==> config.mk <==
export PLATFORM = sky130hd
export DESIGN_NAME = approx_err_monitor
export DESIGN_NICKNAME = d
export VERILOG_FILES = /design/src/rtl/approx_err_pkg.sv /design/src/rtl/approx_err_calc.sv /design/src/rtl/approx_err_monitor.sv
export SDC_FILE = /design/constraint.sdc
export NUM_CORES = 1
export LEC_CHECK = 0
export BUFFER_PORTS_ARGS = -buffer_cell sky130_fd_sc_hd__buf_2
export CAP_MARGIN = 20
export CORE_ASPECT_RATIO = 0.6
export CORE_MARGIN = 5
export CORE_UTILIZATION = 60
export DETAILED_ROUTE_END_ITERATION = 7
export MAX_ROUTING_LAYER = met4
export PLACE_DENSITY = 0.84
export SYNTH_ARGS = -nofsm -noshare
export SYNTH_HDL_FRONTEND = slang
export SYNTH_SLANG_ARGS = --single-unit
==> constraint.sdc <==
create_clock -name clk -period 19.05 [get_ports clk]
set_clock_uncertainty 0.15 [all_clocks]
set_input_delay 4.7625 -clock clk [delete_from_list [all_inputs] [get_ports clk]]
set_output_delay 4.7625 -clock clk [all_outputs]
set_load 0.05 [all_outputs]
==> src/rtl/approx_err_pkg.sv <==
// Shared types and width helpers for the approximate-adder error monitor.
// Optional worst-case error tracking is enabled by defining AERR_WCE_EN.
package approx_err_pkg;

    typedef enum logic [1:0] {
        StIdle,
        StAccum,
        StDrain,
        StDone
    } state_e;

    // Done is raised on the third edge after the final accept.
    localparam logic [1:0] DRAIN_LAST = 2'd2;

    function automatic int unsigned SUM_W(input int unsigned w);
        return w + 1;
    endfunction

    function automatic int unsigned SAE_W(input int unsigned w, input int unsigned log_n);
        return w + 1 + log_n;
    endfunction

    function automatic int unsigned SSE_W(input int unsigned w, input int unsigned log_n);
        return 2 * (w + 1) + log_n;
    endfunction

endpackage

==> src/rtl/approx_err_calc.sv <==
// Stage S1: recomputes the exact sum and registers |error| and a nonzero flag
// for each accepted sample.
module approx_err_calc
    import approx_err_pkg::*;
#(
    parameter int unsigned W = 16
) (
    input  logic                clk,
    input  logic                rst_n,
    input  logic                i_accept,
    input  logic [W-1:0]        i_a,
    input  logic [W-1:0]        i_b,
    input  logic [SUM_W(W)-1:0] i_s,
    output logic                o_vld,
    output logic                o_nz,
    output logic [SUM_W(W)-1:0] o_abs_e
);

    localparam int unsigned SW = SUM_W(W);

    logic [SW-1:0] w_exact;
    logic [SW:0]   w_err;
    logic [SW:0]   w_mag;

    logic          r_vld;
    logic          r_nz;
    logic [SW-1:0] r_abs_e;

    assign w_exact = {1'b0, i_a} + {1'b0, i_b};
    // One extra bit holds the sign of the two's-complement difference.
    assign w_err   = {1'b0, i_s} - {1'b0, w_exact};
    assign w_mag   = w_err[SW] ? (~w_err + {{SW{1'b0}}, 1'b1}) : w_err;

    always_ff @(posedge clk or negedge rst_n) begin
        if (!rst_n) begin
            r_vld   <= 1'b0;
            r_nz    <= 1'b0;
            r_abs_e <= '0;
        end else begin
            r_vld <= i_accept;
            if (i_accept) begin
                r_nz    <= |w_err;
                r_abs_e <= w_mag[SW-1:0];
            end
        end
    end

    assign o_vld   = r_vld;
    assign o_nz    = r_nz;
    assign o_abs_e = r_abs_e;

endmodule

==> src/rtl/approx_err_monitor.sv <==
// Windowed error-metric engine (error count, SAE, SSE) for an approximate adder.
// Define AERR_WCE_EN to add the worst-case |error| output wce.
module approx_err_monitor
    import approx_err_pkg::*;
#(
    parameter int unsigned W     = 16,
    parameter int unsigned LOG_N = 8
) (
    input  logic                       clk,
    input  logic                       rst_n,
    input  logic                       start,
    input  logic                       in_valid,
    output logic                       in_ready,
    input  logic [W-1:0]               in_a,
    input  logic [W-1:0]               in_b,
    input  logic [SUM_W(W)-1:0]        in_s,
    output logic                       done,
    output logic [LOG_N:0]             err_cnt,
    output logic [SAE_W(W,LOG_N)-1:0]  sae,
    output logic [SSE_W(W,LOG_N)-1:0]  sse
`ifdef AERR_WCE_EN
    ,
    output logic [SUM_W(W)-1:0]        wce
`endif
);

    localparam int unsigned SW = SUM_W(W);
    localparam int unsigned AW = SAE_W(W, LOG_N);
    localparam int unsigned QW = SSE_W(W, LOG_N);
    localparam logic [LOG_N:0] CNT_LAST = {1'b0, {LOG_N{1'b1}}};

    state_e          r_state;
    logic [LOG_N:0]  r_cnt;
    logic [1:0]      r_drain;
    logic            r_in_ready;
    logic            r_done;
    logic [LOG_N:0]  r_err_cnt;
    logic [AW-1:0]   r_sae;
    logic [QW-1:0]   r_sse;

    logic            w_accept;
    logic            w_restart;
    logic            w_s1_vld;
    logic            w_s1_nz;
    logic [SW-1:0]   w_s1_abs;
    logic [2*SW-1:0] w_sq;

    assign w_accept  = in_valid & r_in_ready;
    assign w_restart = start & ((r_state == StIdle) | (r_state == StDone));

    approx_err_calc #(
        .W (W)
    ) u_calc (
        .clk      (clk),
        .rst_n    (rst_n),
        .i_accept (w_accept),
        .i_a      (in_a),
        .i_b      (in_b),
        .i_s      (in_s),
        .o_vld    (w_s1_vld),
        .o_nz     (w_s1_nz),
        .o_abs_e  (w_s1_abs)
    );

    assign w_sq = {{SW{1'b0}}, w_s1_abs} * {{SW{1'b0}}, w_s1_abs};

    always_ff @(posedge clk or negedge rst_n) begin
        if (!rst_n) begin
            r_state    <= StIdle;
            r_cnt      <= '0;
            r_drain    <= '0;
            r_in_ready <= 1'b0;
            r_done     <= 1'b0;
        end else begin
            unique case (r_state)
                StIdle, StDone: begin
                    if (start) begin
                        r_state    <= StAccum;
                        r_cnt      <= '0;
                        r_done     <= 1'b0;
                        r_in_ready <= 1'b1;
                    end
                end
                StAccum: begin
                    if (w_accept) begin
                        r_cnt <= r_cnt + {{LOG_N{1'b0}}, 1'b1};
                        if (r_cnt == CNT_LAST) begin
                            r_in_ready <= 1'b0;
                            r_drain    <= '0;
                            r_state    <= StDrain;
                        end
                    end
                end
                StDrain: begin
                    if (r_drain == DRAIN_LAST) begin
                        r_state <= StDone;
                        r_done  <= 1'b1;
                    end else begin
                        r_drain <= r_drain + 2'd1;
                    end
                end
                default: r_state <= StIdle;
            endcase
        end
    end

    // Stage S2: widths guarantee these sums never wrap over a full window.
    always_ff @(posedge clk or negedge rst_n) begin
        if (!rst_n) begin
            r_err_cnt <= '0;
            r_sae     <= '0;
            r_sse     <= '0;
        end else if (w_restart) begin
            r_err_cnt <= '0;
            r_sae     <= '0;
            r_sse     <= '0;
        end else if (w_s1_vld) begin
            r_err_cnt <= r_err_cnt + {{LOG_N{1'b0}}, w_s1_nz};
            r_sae     <= r_sae + {{LOG_N{1'b0}}, w_s1_abs};
            r_sse     <= r_sse + {{LOG_N{1'b0}}, w_sq};
        end
    end

`ifdef AERR_WCE_EN
    logic [SW-1:0] r_wce;

    always_ff @(posedge clk or negedge rst_n) begin
        if (!rst_n) begin
            r_wce <= '0;
        end else if (w_restart) begin
            r_wce <= '0;
        end else if (w_s1_vld && (w_s1_abs > r_wce)) begin
            r_wce <= w_s1_abs;
        end
    end

    assign wce = r_wce;
`endif

    assign in_ready = r_in_ready;
    assign done     = r_done;
    assign err_cnt  = r_err_cnt;
    assign sae      = r_sae;
    assign sse      = r_sse;

endmodule
* Word level (Yosys, flattened, before mapping) *
Index checks and enable logic that the tools add are counted.

operators by class
  reductions and logical operators = 12
  multiplexer cells = 26
  $add $sub $neg = 8
  multipliers = 1
  bitwise gates (word level) = 4
  eq/ne operators = 10

operators by type and width
  cell                     count
  $mux W42                 2
  $mux W25                 2
  $add A42 B34 Y42         1
  $mux W9                  4
  $mul A17 B17 Y34         1
  $add A25 B17 Y25         1
  $pmux W9 S2              1
  $reduce_or A18 Y1        1
  $sub A17 B17 Y18         1
  $add A16 B16 Y17         1
  $add A17 B1 Y17 const B  1
  $mux W17                 1
  $not A17 Y17             1
  $mux W2                  7
  $reduce_and A4 Y1        3
  $add A9 B1 Y9            1
  $add A9 B1 Y9 const B    1
  $eq A9 B8 Y1 const B     1
  $ne A2 B2 Y1 const B     4
  $reduce_bool A2 Y1       4
  $eq A2 B2 Y1 const B     3
  $pmux W2 S3              1
  $reduce_and A3 Y1        2
  $mux W1                  5
  other kinds (9)          11

word-level totals
  flip-flop bits (word level) = 110
  output and inout port bits = 78

* Depth between registers and ports, before layout *
  word-level depth = 5
  gate-level depth with buffers = 26
  gate-level depth less buffers = 24

* Modules after synthesis *
Synthesis repeated with hierarchy kept, for this count alone.

unflattened totals
  cells, all modules = 1895
  area total of the unflattened synthesis = 17154.0 um^2

by module, submodules not included
  module              sequential area each (um^2)  times used  area an instance (um^2)  cells an instance
  approx_err_monitor  2277.2                       1           14468.9                  1604
  approx_err_calc     475.5                        1           2685.1                   291

* Worst setup path before layout *
No wires, ideal clock.

  path type = input -> register
  start point = input port in_a[0]
  end point = register u_calc.r_abs_e[16], in the netlist u_calc.o_abs_e[16]
  stages = 14
  data required time = 18.776 ns
  path slack = 10.951 ns
  arrival time = 7.825 ns
  library setup time = 0.124 ns
  path through = inv_1 fa_1 ha_1 nor2_1 fa_1 nor2b_1 o221ai_1 a32oi_1 xor2_1 or3_4 nor4_4 nand4b_1 nor3b_1 o31a_1

between the ends
  word-level cells in the longest chain between the ends = 5

RTL lines
  what                    RTL line                  source
  start: declaration      approx_err_monitor.sv:14  input logic [W-1:0] in_a,
  $add A16 B16 Y17 (*)    approx_err_calc.sv:29     assign w_exact = {1'b0, i_a} + {1'b0, i_b};
  $sub A17 B17 Y18 (*)    approx_err_calc.sv:31     assign w_err = {1'b0, i_s} - {1'b0, w_exact};
  $not A17 Y17            approx_err_calc.sv:32     assign w_mag = w_err[SW] ? (~w_err + {{SW{1'b0}}, 1'b1}) : w_err;
  $add A17 B1 Y17         approx_err_calc.sv:32
  $mux W17 (*)            approx_err_calc.sv:32
  end signal: assignment  approx_err_calc.sv:43     r_abs_e <= w_mag[SW-1:0];
  end: declaration        approx_err_calc.sv:27     logic [SW-1:0] r_abs_e;

Every way passes the cells marked *; elsewhere a longest branch is shown, timed or not.
A chain may end at the register's enable or synchronous reset.

* Worst setup path in the final report *
Same ends and word-level chain as after synthesis.

==> metrics.md <==
| Metric | Value |
|---|---|
| Status | finished, final reports clean |
| # rows | 47 |
| Fmax achieved | 121 MHz |
| Critical path cell sequence | buf_2 -> inv_1 -> fa_1 -> inv_1 -> ha_1 -> nor2_1 -> fa_1 -> nor2b_1 -> o2111ai_1 -> a21oi_1 -> o31a_1 -> nor4_1 -> a311oi_1 -> nand4b_1 -> nor3b_1 -> o31a_1 |
| Clk root buf | clkbuf_16 |
| Critical Path Sink Type | flop |
| Wire length on met2 | 19100 um |
| Met3 Routed Length | 3170 um |
| Placed Instance Area | 17600 um2 |
| Post-synthesis compound-gate area fraction | 10.7% |
| Dpl ws | 10.56 ns |
| Mux cell area share after synthesis | 2.18% |
| M1 WL | 18000 um |
| Die Width | 225 um |
| Number of synthesized flops with an enable pin | 0 |
| RSZ-0062 raised after global routing | false |
| Area of the core | 27500 um2 |
| Final #Nets | 2430 |
| H-tree Lvls | 3 |
| Die area | 31400 um2 |
| Largest family of logic cells by synthesized area | adder cells |
| Post-synthesis sequential area ratio | 16.5% |
| Req. time, crit path | 19.17 ns |
| Fill cells | 2233 |
| Slew headroom | 32.6% |
| Vias in the first global route | 14058 |
| Initial DRC Count | 1020 |
| Post-synthesis simple-gate area fraction | 13.3% |
| Synth Net Count | 2344 |
| Tmin final | 8.27 ns |
| Commonest non-fill, non-tap cell in the layout | inv_1 |
| Fin crit share | 43.4% |
| IO Count | 131 |
| Final wirelength | 41300 um |
| CTS tree | yes |
| Crit path max-delay family | compound AO/OA/AOI/OAI gates |
| CTS Hold Bufs | 0 |
| Total CTS buffers | 9 |
| Synth Area per Inst | 8.84 um2 |
| Total GRT Usage | 28.4% |
| Synth Instances | 1890 |
| First-pass DRT Iterations | 5 |
| Starting Density | 60.7% |
| Clock slew at reported path FFs | 0.09 ns |
| Share of cells above drive strength 1 | 8.99% |
| Initial antenna violation count | 0 |
| First-pass GRT wire length | 70100 um |
| Die Ht | 139 um |
| Adder-Cell Fraction of Synth Area | 40.8% |
| Synth Area in XOR/XNOR | 5.08% |
| Postcts setup bufs | 0 |
| Worst setup margin | 10.78 ns |
| Final setup fails | 0 |
| Post-synth cell types | 78 |
| Commonest cells after routing, fill and taps aside | 445 x inv_1, 241 x fa_1, 160 x ha_1 |
| DR vias | 13199 |
| Slowest stage delay, CP | 0.57 ns |
| Slowest cell on crit path | a311oi_1 |
| CTS Buffer Depth | 2 |
| Cell area after synthesis | 16700 um2 |
| Seq cells post-synth | 110 |
| Clock latency on the worst-skew pair | 0.40 ns |
| Worst EP arrival | 8.39 ns |
| Worst path buffer plus inverter count | 3 |
| Max Used Layer | met4 |
| CTS Sinks | 110 |
| Ys Warns | 0 |
| Post-DRT Antenna Nets | 0 |
| Max Slew Vio Count | 0 |
| Largest net degree at the start of global routing | 72 |
| Max-cap violations | 0 |
| Final Hold Fails | 0 |
| Post-synth ARST share | 100% |
| Most used DFF post-synth | dfrtp_1 |
| Final TNS setup | 0 ns |
| Actual slew at the worst max-slew pin | 1.01 ns |
| WL/cell | 17.6 um |
| Dpl hpwl | 32700 um |
| Final Instance Area | 18000 um2 |
| Type of the worst setup path | input port to flop |
| GRT Residual Overflow | 0 |
| Buffers on Ports | 130 |
| Syn-to-layout area delta | 7.41% |
| Largest fanout on the critical path | 4 |
| Post-CTS Resized | 0 |
| Drt drc | 0 |
| GPL Wtd Cong | 0.930 |
| Worst min-delay path class | flop to flop |
| Vias per inst | 5.62 |
| Startpoint Class | input port |
| Final antenna diode count | 0 |
-- cell type report --
class / instances / area [um2] / area share [%]
multi-input cells: 1274 / 12100 / 67.2
flip-flops and latches: 110 / 2750 / 15.3
repair buffers: 136 / 698 / 3.89
clock buffers: 9 / 225 / 1.25
clock inverters: 7 / 88.8 / 0.495
inverters: 445 / 1670 / 9.30
well taps: 367 / 459 / 2.56
-- synth_stat cells (all sizes together), types with 4 or more instances --
cell type | number | area, um2
a211oi | 12 | 95.1
or3 | 9 | 61.3
dfrtp | 110 | 2750
mux2i | 33 | 330
o21ai | 62 | 314
o21bai | 8 | 60.1
a21o | 33 | 248
nand3 | 30 | 150
nor2b | 11 | 68.8
o22ai | 5 | 31.3
or2 | 6 | 37.5
nor4 | 6 | 52.6
a31oi | 8 | 65.1
xor2 | 44 | 385
o31ai | 5 | 37.5
nand4 | 13 | 81.3
a32oi | 4 | 35.0
fa | 241 | 4820
o21a | 10 | 75.1
buf | 6 | 35.0
nand2b | 9 | 56.3
and3 | 16 | 100
nor2 | 123 | 462
xnor2 | 53 | 464
clkbuf | 55 | 206
nor3 | 17 | 85.1
a21oi | 82 | 425
o211ai | 6 | 45.0
inv | 445 | 1670
nand2 | 159 | 597
nor3b | 4 | 41.3
ha | 160 | 2000
and2 | 53 | 332
-- state kept, by name, indices dropped and copies added (netlist names) --
register / flops
r_state: 2
err_cnt: 9
r_cnt: 9
sse: 42
u_calc.o_vld: 1
r_drain: 2
u_calc.o_abs_e: 17
in_ready: 1
done: 1
sae: 25
u_calc.o_nz: 1
-- tightest hold or removal path, cell delays in order (launching register included) --
cell and delay [ns]:
dfrtp_1 0.38, xnor2_1 0.12, nor2_1 0.04
-- metal layers --
metal | vias to the layer above | GRT usage, %
li1 | 6090 | -
met1 | 6474 | 39.3
met2 | 532 | 44.1
met3 | 103 | 4.93
met4 | 0 | 7.26
met5 | - | -
-- worst paths after layout --
check / end / depth (start not counted) / startpoint / slack, ns
worst max-delay path: u_calc.o_abs_e[16] / 16 / in_a[0] / 10.78
min in group asynchronous: u_calc.o_abs_e[12] / 1 / rst_n / 4.26
max in group asynchronous: sae[15] / 2 / rst_n / 13.20
worst min-delay path: sae[24] / 2 / sae[24] / 0.41
worst max register to register: sse[40] / 24 / u_calc.o_abs_e[9] / 11.41
worst min register to register: sae[24] / 2 / sae[24] / 0.41
-- through the flow --
stage / hold slack [ns] / std cells / util [%]
after global placement: 0.363 / 2332 / 64.1
after CTS: 0.404 / 2348 / 65.2
after global routing: 0.422 / 2348 / 65.2
final: 0.405 / 2348 / 65.2
after detailed placement: 0.381 / 2332 / 64.1
after floorplan: 0.304 / 1890 / -
-- kinds of logic (layout without fill, tap and decap cells) --
kind of cell             Yosys count  count (layout)
AO/OA/AOI/OAI                    273             273
multiplexers                      36              36
XOR/XNOR                          97              97
flip-flops                       110             110
buffers and inverters            506             597
adder cells (fa/ha/maj)          401             401
AND/OR/NAND/NOR                  467             467
Power is not shown: default switching activity piles up to over one toggle a cycle in this logic, so the estimate is an artifact.
